### config.mk
export PLATFORM = sky130hd
export DESIGN_NAME = calc_key_sequencer
export DESIGN_NICKNAME = d
export VERILOG_FILES = /design/src/rtl/calc_key_sequencer.sv
export SDC_FILE = /design/constraint.sdc
export NUM_CORES = 1
export LEC_CHECK = 0
export CAP_MARGIN = 40
export CELL_PAD_IN_SITES_DETAIL_PLACEMENT = 1
export CELL_PAD_IN_SITES_GLOBAL_PLACEMENT = 2
export CORE_MARGIN = 2
export CORE_UTILIZATION = 42
export CTS_CLUSTER_DIAMETER = 120
export CTS_CLUSTER_SIZE = 24
export DETAILED_ROUTE_END_ITERATION = 10
export HOLD_SLACK_MARGIN = 0.15
export PLACE_DENSITY_LB_ADDON = 0.1
export SETUP_SLACK_MARGIN = 0.15
export SLEW_MARGIN = 0
export SYNTH_ARGS = -nofsm -noshare
export SYNTH_HDL_FRONTEND = slang
export SYNTH_SLANG_ARGS = --single-unit
### constraint.sdc
create_clock -name clock -period 6.1 [get_ports clock]
set_clock_uncertainty 0.15 [all_clocks]
set_input_delay 0.915 -clock clock [delete_from_list [all_inputs] [get_ports clock]]
set_output_delay 0.915 -clock clock [all_outputs]
set_load 0.005 [all_outputs]
### src/rtl/calc_key_sequencer.sv
// calc_key_sequencer: turns keypad codes into operand entry, ALU/multiplier scheduling and a
// result-history stack. Define CALC_SEQ_FAST_MUL_EN for a single-cycle combinational multiplier.
module calc_key_sequencer #(
    parameter int DEPTH      = 8,
    parameter int MUL_WIDTH  = 16,
    parameter int MAX_DIGITS = 9
) (
    input  logic                   clock,
    input  logic                   reset,
    input  logic [3:0]             key,
    input  logic                   key_valid,
    output logic                   key_ready,
    output logic [31:0]            display,
    output logic                   busy,
    output logic                   overflow,
    output logic [$clog2(DEPTH):0] depth_used
);
    localparam int PTR_W  = $clog2(DEPTH);
    localparam int CNT_W  = $clog2(MAX_DIGITS + 1);
    localparam int PROD_W = 2 * MUL_WIDTH;

    localparam logic [3:0] KEY_DIGIT_MAX = 4'd9;
    localparam logic [3:0] KEY_ADD       = 4'd10;
    localparam logic [3:0] KEY_SUB       = 4'd11;
    localparam logic [3:0] KEY_MUL       = 4'd12;
    localparam logic [3:0] KEY_EQ        = 4'd13;
    localparam logic [3:0] KEY_RECALL    = 4'd14;
    localparam logic [3:0] KEY_CLEAR     = 4'd15;

    localparam logic [PTR_W:0]   DEPTH_FULL = (PTR_W + 1)'(DEPTH);
    localparam logic [CNT_W-1:0] DIGIT_MAX  = CNT_W'(MAX_DIGITS);

`ifdef CALC_SEQ_FAST_MUL_EN
    typedef enum logic [1:0] {ST_ENTRY, ST_EXEC_ALU} state_t;
`else
    localparam int MC_W = $clog2(MUL_WIDTH);
    typedef enum logic [1:0] {ST_ENTRY, ST_EXEC_ALU, ST_EXEC_MUL} state_t;
`endif

    typedef enum logic [1:0] {OP_NONE, OP_ADD, OP_SUB, OP_MUL} op_t;

    state_t             state;
    op_t                pending;
    op_t                op_next;
    logic               exec_eq;
    logic [31:0]        acc;
    logic [31:0]        prev;
    logic [CNT_W-1:0]   digit_cnt;
    logic [PTR_W-1:0]   wr_ptr;
    logic [PTR_W-1:0]   rd_ptr;
    logic [31:0]        stack [DEPTH];

`ifndef CALC_SEQ_FAST_MUL_EN
    logic [PROD_W-1:0]    mcand;
    logic [MUL_WIDTH-1:0] mplier;
    logic [PROD_W-1:0]    product;
    logic [MC_W-1:0]      mul_cnt;
    logic [PROD_W-1:0]    prod_next;
    logic                 mul_last;
`endif

    logic               accept;
    logic               is_op;
    logic               start_exec;
    logic [31:0]        acc_base;
    logic [31:0]        acc_digit;
    logic [32:0]        sum_ext;
    logic [32:0]        diff_ext;
    logic [31:0]        alu_result;
    logic               alu_ovf;
    logic               mul_range_ovf;
    logic               finish;
    logic [31:0]        fin_result;
    logic               fin_ovf;
    logic               push_en;
    logic [31:0]        push_val;
    logic [31:0]        rd_val;
    logic [PTR_W-1:0]   newest;
    logic [PTR_W-1:0]   oldest;

    assign key_ready = (state == ST_ENTRY);
    assign busy      = ~key_ready;
    assign accept    = key_valid && key_ready;
    assign is_op     = (key >= KEY_ADD) && (key <= KEY_MUL);

    function automatic op_t key_to_op(input logic [3:0] k);
        case (k)
            KEY_ADD: return OP_ADD;
            KEY_SUB: return OP_SUB;
            default: return OP_MUL;
        endcase
    endfunction

    always_comb begin
        // A zero digit count means the next digit starts a new operand, even if acc holds a result.
        acc_base      = (digit_cnt == '0) ? 32'd0 : acc;
        acc_digit     = acc_base * 32'd10 + {28'd0, key};
        sum_ext       = {1'b0, prev} + {1'b0, acc};
        diff_ext      = {1'b0, prev} - {1'b0, acc};
        mul_range_ovf = ((prev >> MUL_WIDTH) != 32'd0) || ((acc >> MUL_WIDTH) != 32'd0);
        alu_result    = sum_ext[31:0];
        alu_ovf       = sum_ext[32];
        case (pending)
            OP_SUB: begin
                alu_result = diff_ext[31:0];
                alu_ovf    = diff_ext[32];
            end
`ifdef CALC_SEQ_FAST_MUL_EN
            OP_MUL: begin
                alu_result = 32'(PROD_W'(prev[MUL_WIDTH-1:0]) * PROD_W'(acc[MUL_WIDTH-1:0]));
                alu_ovf    = mul_range_ovf;
            end
`endif
            default: ;
        endcase

        finish     = (state == ST_EXEC_ALU);
        fin_result = alu_result;
        fin_ovf    = alu_ovf;
`ifndef CALC_SEQ_FAST_MUL_EN
        prod_next = product + (mplier[0] ? mcand : '0);
        mul_last  = (mul_cnt == MC_W'(MUL_WIDTH - 1));
        if (state == ST_EXEC_MUL && mul_last) begin
            finish     = 1'b1;
            fin_result = 32'(prod_next);
            fin_ovf    = mul_range_ovf;
        end
`endif

        start_exec = (state == ST_ENTRY) && accept && (pending != OP_NONE) &&
                     ((key == KEY_EQ) || is_op);
        push_en    = (finish && exec_eq) ||
                     ((state == ST_ENTRY) && accept && (key == KEY_EQ) && (pending == OP_NONE));
        push_val   = finish ? fin_result : acc;

        rd_val = stack[rd_ptr];
        newest = wr_ptr - PTR_W'(1);
        oldest = wr_ptr - depth_used[PTR_W-1:0];
    end

    // History storage is not reset; depth_used alone decides which entries are valid.
    always_ff @(posedge clock) begin
        if (reset && push_en) begin
            stack[wr_ptr] <= push_val;
        end
    end

    always_ff @(posedge clock) begin
        if (!reset) begin
            state      <= ST_ENTRY;
            pending    <= OP_NONE;
            op_next    <= OP_NONE;
            exec_eq    <= 1'b0;
            acc        <= '0;
            prev       <= '0;
            display    <= '0;
            overflow   <= 1'b0;
            digit_cnt  <= '0;
            depth_used <= '0;
            wr_ptr     <= '0;
            rd_ptr     <= '0;
`ifndef CALC_SEQ_FAST_MUL_EN
            mcand      <= '0;
            mplier     <= '0;
            product    <= '0;
            mul_cnt    <= '0;
`endif
        end else begin
            if (push_en) begin
                wr_ptr <= wr_ptr + PTR_W'(1);
                rd_ptr <= wr_ptr;
                if (depth_used != DEPTH_FULL) begin
                    depth_used <= depth_used + (PTR_W + 1)'(1);
                end
            end

            case (state)
                ST_ENTRY: begin
                    if (accept) begin
                        if (key <= KEY_DIGIT_MAX) begin
                            if (digit_cnt < DIGIT_MAX) begin
                                acc       <= acc_digit;
                                display   <= acc_digit;
                                digit_cnt <= digit_cnt + CNT_W'(1);
                            end
                        end else if (key == KEY_EQ) begin
                            digit_cnt <= '0;
                            exec_eq   <= 1'b1;
                            if (pending == OP_NONE) begin
                                display <= acc;
                            end
                        end else if (key == KEY_RECALL) begin
                            digit_cnt <= DIGIT_MAX;
                            if (depth_used == '0) begin
                                acc     <= '0;
                                display <= '0;
                            end else begin
                                acc     <= rd_val;
                                display <= rd_val;
                                rd_ptr  <= (rd_ptr == oldest) ? newest : rd_ptr - PTR_W'(1);
                            end
                        end else if (key == KEY_CLEAR) begin
                            acc       <= '0;
                            prev      <= '0;
                            display   <= '0;
                            overflow  <= 1'b0;
                            digit_cnt <= '0;
                            pending   <= OP_NONE;
                        end else begin
                            digit_cnt <= '0;
                            exec_eq   <= 1'b0;
                            op_next   <= key_to_op(key);
                            if (pending == OP_NONE) begin
                                prev    <= acc;
                                acc     <= '0;
                                pending <= key_to_op(key);
                            end
                        end
                    end
                end
`ifndef CALC_SEQ_FAST_MUL_EN
                ST_EXEC_MUL: begin
                    product <= prod_next;
                    mcand   <= mcand << 1;
                    mplier  <= mplier >> 1;
                    mul_cnt <= mul_cnt + MC_W'(1);
                end
`endif
                default: ;
            endcase

            // The pending operator runs now; the key that triggered it is remembered in exec_eq/op_next.
            if (start_exec) begin
`ifdef CALC_SEQ_FAST_MUL_EN
                state <= ST_EXEC_ALU;
`else
                if (pending == OP_MUL) begin
                    state   <= ST_EXEC_MUL;
                    mcand   <= PROD_W'(prev[MUL_WIDTH-1:0]);
                    mplier  <= acc[MUL_WIDTH-1:0];
                    product <= '0;
                    mul_cnt <= '0;
                end else begin
                    state <= ST_EXEC_ALU;
                end
`endif
            end

            if (finish) begin
                state    <= ST_ENTRY;
                display  <= fin_result;
                overflow <= overflow | fin_ovf;
                if (exec_eq) begin
                    acc     <= fin_result;
                    pending <= OP_NONE;
                end else begin
                    prev    <= fin_result;
                    acc     <= '0;
                    pending <= op_next;
                end
            end
        end
    end

endmodule

Yosys cells after proc, flatten, opt, wreduce, memory -nomap -nowiden
Memory sizes are Yosys's and may differ from the RTL's. A register that Yosys moved wholly into a read port is not among the register bits.
Index checks and enable logic that the tools add are counted.
{"block": "word_totals", "input_bits": 7, "register_bits": 202, "ramBits": 256, "mem_count": 1, "out_inout_bits": 39}
{"block": "op_classes", "mux": 84, "addsub": 11, "magnitude_cmp": 4, "bitwise_logic": 7, "n_reduce_logical": 35, "eq_ne": 21, "multipliers": 1}
{"memory": "stack", "words": 8, "word_bits": 32, "read_ports": 1, "rd_ports_with_merged_regs": 1, "write_ports": 1, "line": "51", "text": "logic [31:0] stack [DEPTH];"}
{"operator": "$mux W32", "n": 39}
{"operator": "$reduce_bool A32 Y1", "n": 2}
{"operator": "$mux W16", "n": 3}
{"operator": "$add A32 B32 Y33", "n": 1}
{"operator": "$sub A32 B32 Y33", "n": 1}
{"operator": "$add A32 B32 Y32", "n": 1}
{"operator": "$add A32 B4 Y32", "n": 1}
{"operator": "$mul A32 B3 Y31 const B", "n": 1}
{"operator": "$mux W4", "n": 7}
{"operator": "$mux W3", "n": 9}
{"operator": "$eq A4 B4 Y1 const B", "n": 6}
{"operator": "$mux W2", "n": 10}
{"operator": "$reduce_and A6 Y1", "n": 3}
{"operator": "$mux W1", "n": 15}
{"operator": "$reduce_and A5 Y1", "n": 3}
{"operator": "$add A4 B1 Y4 const B", "n": 3}
{"operator": "$logic_and A1 B1 Y1", "n": 10}
{"operator": "$ne A2 B2 Y1 const B", "n": 5}
{"operator": "$reduce_bool A5 Y1", "n": 2}
{"operator": "$le A4 B4 Y1 const B", "n": 2}
{"operator": "$logic_not A4 Y1", "n": 2}
{"operator": "$reduce_bool A2 Y1", "n": 4}
{"operator": "$eq A2 B2 Y1 const B", "n": 3}
{"operator": "$ne A3 B2 Y1 const B", "n": 2}
{"operator": "other kinds (19)", "n": 28}

Depth between registers and ports, before layout
{"block": "depth", "ltp_word": 14, "ltp_mapped": 21}

Worst setup path after synthesis
OpenSTA, ideal clock, no wires.
{"block": "synth_path", "kind": "input-to-reg", "from": "input key[2]", "to": "memory stack[2][0] (enable)", "setup_time_ns": 0.461, "arrival_time_ns": 4.765, "path_slack_ns": 0.724, "path_stages": 8, "cell_sequence": "clkbuf_1 > nand2_1 > nor3b_1 > clkbuf_1 > a31oi_1 > clkbuf_1 > or2_2 > nor3_1"}
{"block": "synth_between", "elab_chain_len": 7}
{"element": "start: declaration", "line": "10", "text": "input logic [3:0] key,"}
{"element": "$eq A4 B4 Y1", "line": "133", "text": "((state == ST_ENTRY) && accept && (key == KEY_EQ) && (pending == OP_NONE));"}
{"element": "$logic_and A1 B1 Y1 (2 in a row)", "line": "133"}
{"element": "$logic_or A1 B1 Y1", "line": "132", "text": "push_en = (finish && exec_eq) ||"}
{"element": "$logic_and A1 B1 Y1", "line": "143", "text": "if (reset && push_en) begin"}
{"element": "$mux W1", "line": "143"}
{"element": "$mux W1 (implied by the code)", "line": "144", "text": "stack[wr_ptr] <= push_val;"}
{"element": "end: declaration", "line": "51"}
Every way passes these cells.

Worst setup path in the final report
{"block": "layout_path", "from": "register digit_cnt[0]", "to": "register acc[29]"}
{"block": "layout_between", "elab_chain_len": 9, "elab_cells_between_ends": 12, "classes_between": "add/sub (1); mul (1); order compare (1); eq/ne (1); mux (6); reduce/logical (2)"}
{"element": "start: declaration", "line": "48", "text": "logic [CNT_W-1:0] digit_cnt;"}
{"element": "start signal: assignment", "line": "184", "text": "digit_cnt <= digit_cnt + CNT_W'(1);"}
{"element": "$logic_not A4 Y1", "line": "96", "text": "acc_base = (digit_cnt == '0) ? 32'd0 : acc;"}
{"element": "$mux W32", "line": "96"}
{"element": "$mul A32 B3 Y31", "line": "97", "text": "acc_digit = acc_base * 32'd10 + {28'd0, key};"}
{"element": "$add A32 B4 Y32", "line": "97"}
{"element": "$mux W32", "line": "181", "text": "if (digit_cnt < DIGIT_MAX) begin"}
{"element": "$mux W32", "line": "180", "text": "if (key <= KEY_DIGIT_MAX) begin"}
{"element": "$mux W32", "line": "179", "text": "if (accept) begin"}
{"element": "$mux W32", "line": "177", "text": "case (state)"}
{"element": "$mux W32", "line": "249", "text": "if (finish) begin"}
{"element": "end signal: assignment", "line": "182", "text": "acc <= acc_digit;"}
{"element": "end signal: assignment", "line": "198", "text": "acc <= rd_val;"}
{"element": "end signal: assignment", "line": "254", "text": "acc <= fin_result;"}
{"element": "end: declaration", "line": "46", "text": "logic [31:0] acc;"}
Several ways; a longest one is shown, not always the timed one. The select of a mux whose other input is x is not followed.
A chain may end at the register's enable or synchronous reset.

==> reports/results.ini <==
[yosys]
synth-seq-area-share_pct=43.03
synth.most_common_cell=nand2_1
synthesis.area_um2=27260
avgSynthCellArea_um2=9.674
synth.top_cell.area_share_pct=28.20
synthesis.nets=2988
synthFlopType=edfxtp_1
synth-seq-cells=458
synth_edf_count=256
postSynthCellCount=2818
synth_common_cells=nand2_1, nor2_1, edfxtp_1
postSynth.asyncResetShare_pct=0
netlist_top_cells_area=edfxtp_1, dfxtp_1, ha_1
synth.largest_area_cell=edfxtp_1
yosysWarningCount=0
synth_cell_types=91

[worst_setup_path]
start_kind=register
worstPathRequired_ns=6.46
end_kind=register
slowest_delay_ns=0.44
crit_top_cell=ha_1
reg2reg_depth=19
crit_fanout=15
cp.depth=19
crit_chain=inv_1, ha_1, nand2b_1, nor2_4, buf_4, nor2_1, ha_1, ha_1, a211o_1, a211o_1, o21a_1, xnor2_1, nor4_2, nand4_1, nor4_4, nand3b_1, xor2_1, a21oi_1, a2111oi_0
crit_buf_inv=2
crit_slowest_cell=nor4_2
crit_type=reg2reg
crit_family=simple AND/OR/NAND/NOR gates
crit_arrival_ns=5.77

[grt]
grt_util_met2_pct=43.22
grt-ovfl-total=0
use_met3_pct=1.800
grt_pass1_wl_um=138800
use_met1_pct=38.62
grt_pass1_vias=22970
busiest_layer=met2
antenna_found_initial=0
grt_max_degree=78
grt_usage_pct=26.65

[clock_tree]
cts_sinks=458
cts.path.max_buffers=3
cts_buffers=24
cts_tree=done
clk_latency_ns=0.62
htreeDepth=1
root_buffer=clkbuf_16
path_clk_slew_ns=0.11

[sta]
fin_ws_ns=0.6971
fmax_mhz=185.1
drv_slew=0
slew_headroom_pct=37.42
finalSetupViolations=0
setup_tns_ns=0
worstMarginPinSlew_ns=0.9387
fin_crit_ns=5.403
hold_viol_final=0
rsz0062_at_grt=false
fin_crit_sh_pct=88.57

[floorplanning]
chipHeight_um=258.8
start_util_pct=42.37
io_pins=46
die-area_um2=66960
fp-row-count=93
die_x_um=258.8
core-area_um2=64350

[finish]
final_nets=2965
multiInputGateArea_um2=14630
fillers=7150
syn_to_final_growth_pct=9.124
diodes=0
seq_area_um2=11740
drive_gt1_share_pct=8.716

[routing]
wl_per_cell_um=24.51
drc_errors=0
ant_nets=0
via_count=22090
drtIter0Drc=1580
drt_wl_total_um=89850
routed_via_density=6.026
first_pass_iters=5

[placement]
portBuffers=45
pre_cts_ws_ns=0.4717
gp_congestion=0.8929
place_hpwl_um=67590

[min_path]
min_path_type=reg2reg
holdPathStages=2

[job]
drv_cap=0

[pwr]
leakage_nw=10.71
power.density_nw_per_um2=211.7
vdd_ir_drop_max_mv=0.3092

[outcome]
outcome=completed

final cells by class:
| class | count | share of cell area, % |
|---|---|---|
| clock buffer | 36 | 2.170 |
| clock inverter | 6 | 0.4669 |
| inverter | 88 | 1.119 |
| multi-input combinational | 2094 | 49.18 |
| sequential | 458 | 39.46 |
| tap | 855 | 3.596 |
| timing repair buffer | 129 | 4.012 |
tightest hold or removal path, stage by stage (launching register included):
cell     delay (ns)
dfxtp_1        0.33
nand2_1        0.05
a21oi_1        0.05
cells in the final DEF (no fill, tap or decap), drive strengths merged, types with 28 or more instances in the layout:
master and count:
mux2i 52, a31oi 28, a21oi 234, clkbuf 36, a21o 38, edfxtp 256
nor2 281, nand3 49, nor3 57, clkdlybuf4s50 44, a211oi 71, inv 89
mux4 64, xnor2 80, dfxtp 202, xor2 44, a221oi 41, ha 158
o21ai 138, a311oi 36, buf 84, nand2 294, and2 47
routing by layer:
metal  share of wire (%)  vias up  wire length [um]
li1                    -    10420                 -
met1                  49    11170             43780
met2                  46      392             40950
met3                 2.9      107              2562
met4                 2.8        0              2555
met5                   0        -                 0
timing repair:
action | 4_1_cts | 5_1_grt
buffers inserted | 0 | 0
hold buffers | 0 | 0
endpoints found under the setup margin | 0 | 4
gates resized for setup | 0 | 1
through the flow:
stage	utilization [%]	total power, W	area [um2]	hold slack [ns]	cells
floorplan	-	0.004028	27260	0.2864	2818
global placement	44.69	0.004369	28760	0.2941	3606
finish	46.23	0.006297	29750	0.3196	3666
global route	46.23	0.006531	29750	0.3392	3666
CTS	46.21	0.006338	29730	0.3205	3664
detailed placement	44.99	0.004403	28950	0.3057	3622
power breakdown:
| group | internal, W | switching, W | total, W |
|---|---|---|---|
| registers | 0.00331 | 0.0000738 | 0.00338 |
| logic | 0.000335 | 0.000629 | 0.000965 |
| clock network | 0.000848 | 0.00110 | 0.00195 |
| total | 0.00449 | 0.00180 | 0.00630 |
worst paths after layout:
| kind | start | slack [ns] | end |
|---|---|---|---|
| hold / removal | product[3] | 0.32 | product[3] |
| hold reg to reg | product[3] | 0.32 | product[3] |
| setup / recovery | digit_cnt[0] | 0.70 | acc[29] |
| setup reg to reg | digit_cnt[0] | 0.70 | acc[29] |
kinds of logic after synthesis:
| group | after synthesis | synth area share, % |
|---|---|---|
| and+or+nand+nor | 897 | 15.20 |
| AOI/OAI and AO/OA | 792 | 19.17 |
| xor gates and xnor gates | 124 | 3.984 |
| muxes | 118 | 7.279 |
| DFF | 458 | 43.03 |
| adders and majority gates | 163 | 7.619 |
| buffers and inverters | 266 | 3.718 |
registers in the layout, indices dropped and copies added, names as in the netlist:
| name | cells |
|---|---|
| acc | 32 |
| depth_used | 4 |
| digit_cnt | 4 |
| display | 32 |
| exec_eq | 1 |
| mcand | 32 |
| mplier | 16 |
| mul_cnt | 4 |
| op_next | 2 |
| overflow | 1 |
| pending | 2 |
| prev | 32 |
| product | 32 |
| rd_ptr | 3 |
| stack | 256 |
| state | 2 |
| wr_ptr | 3 |
No activity file was read; power rests on OpenSTA's default activity.
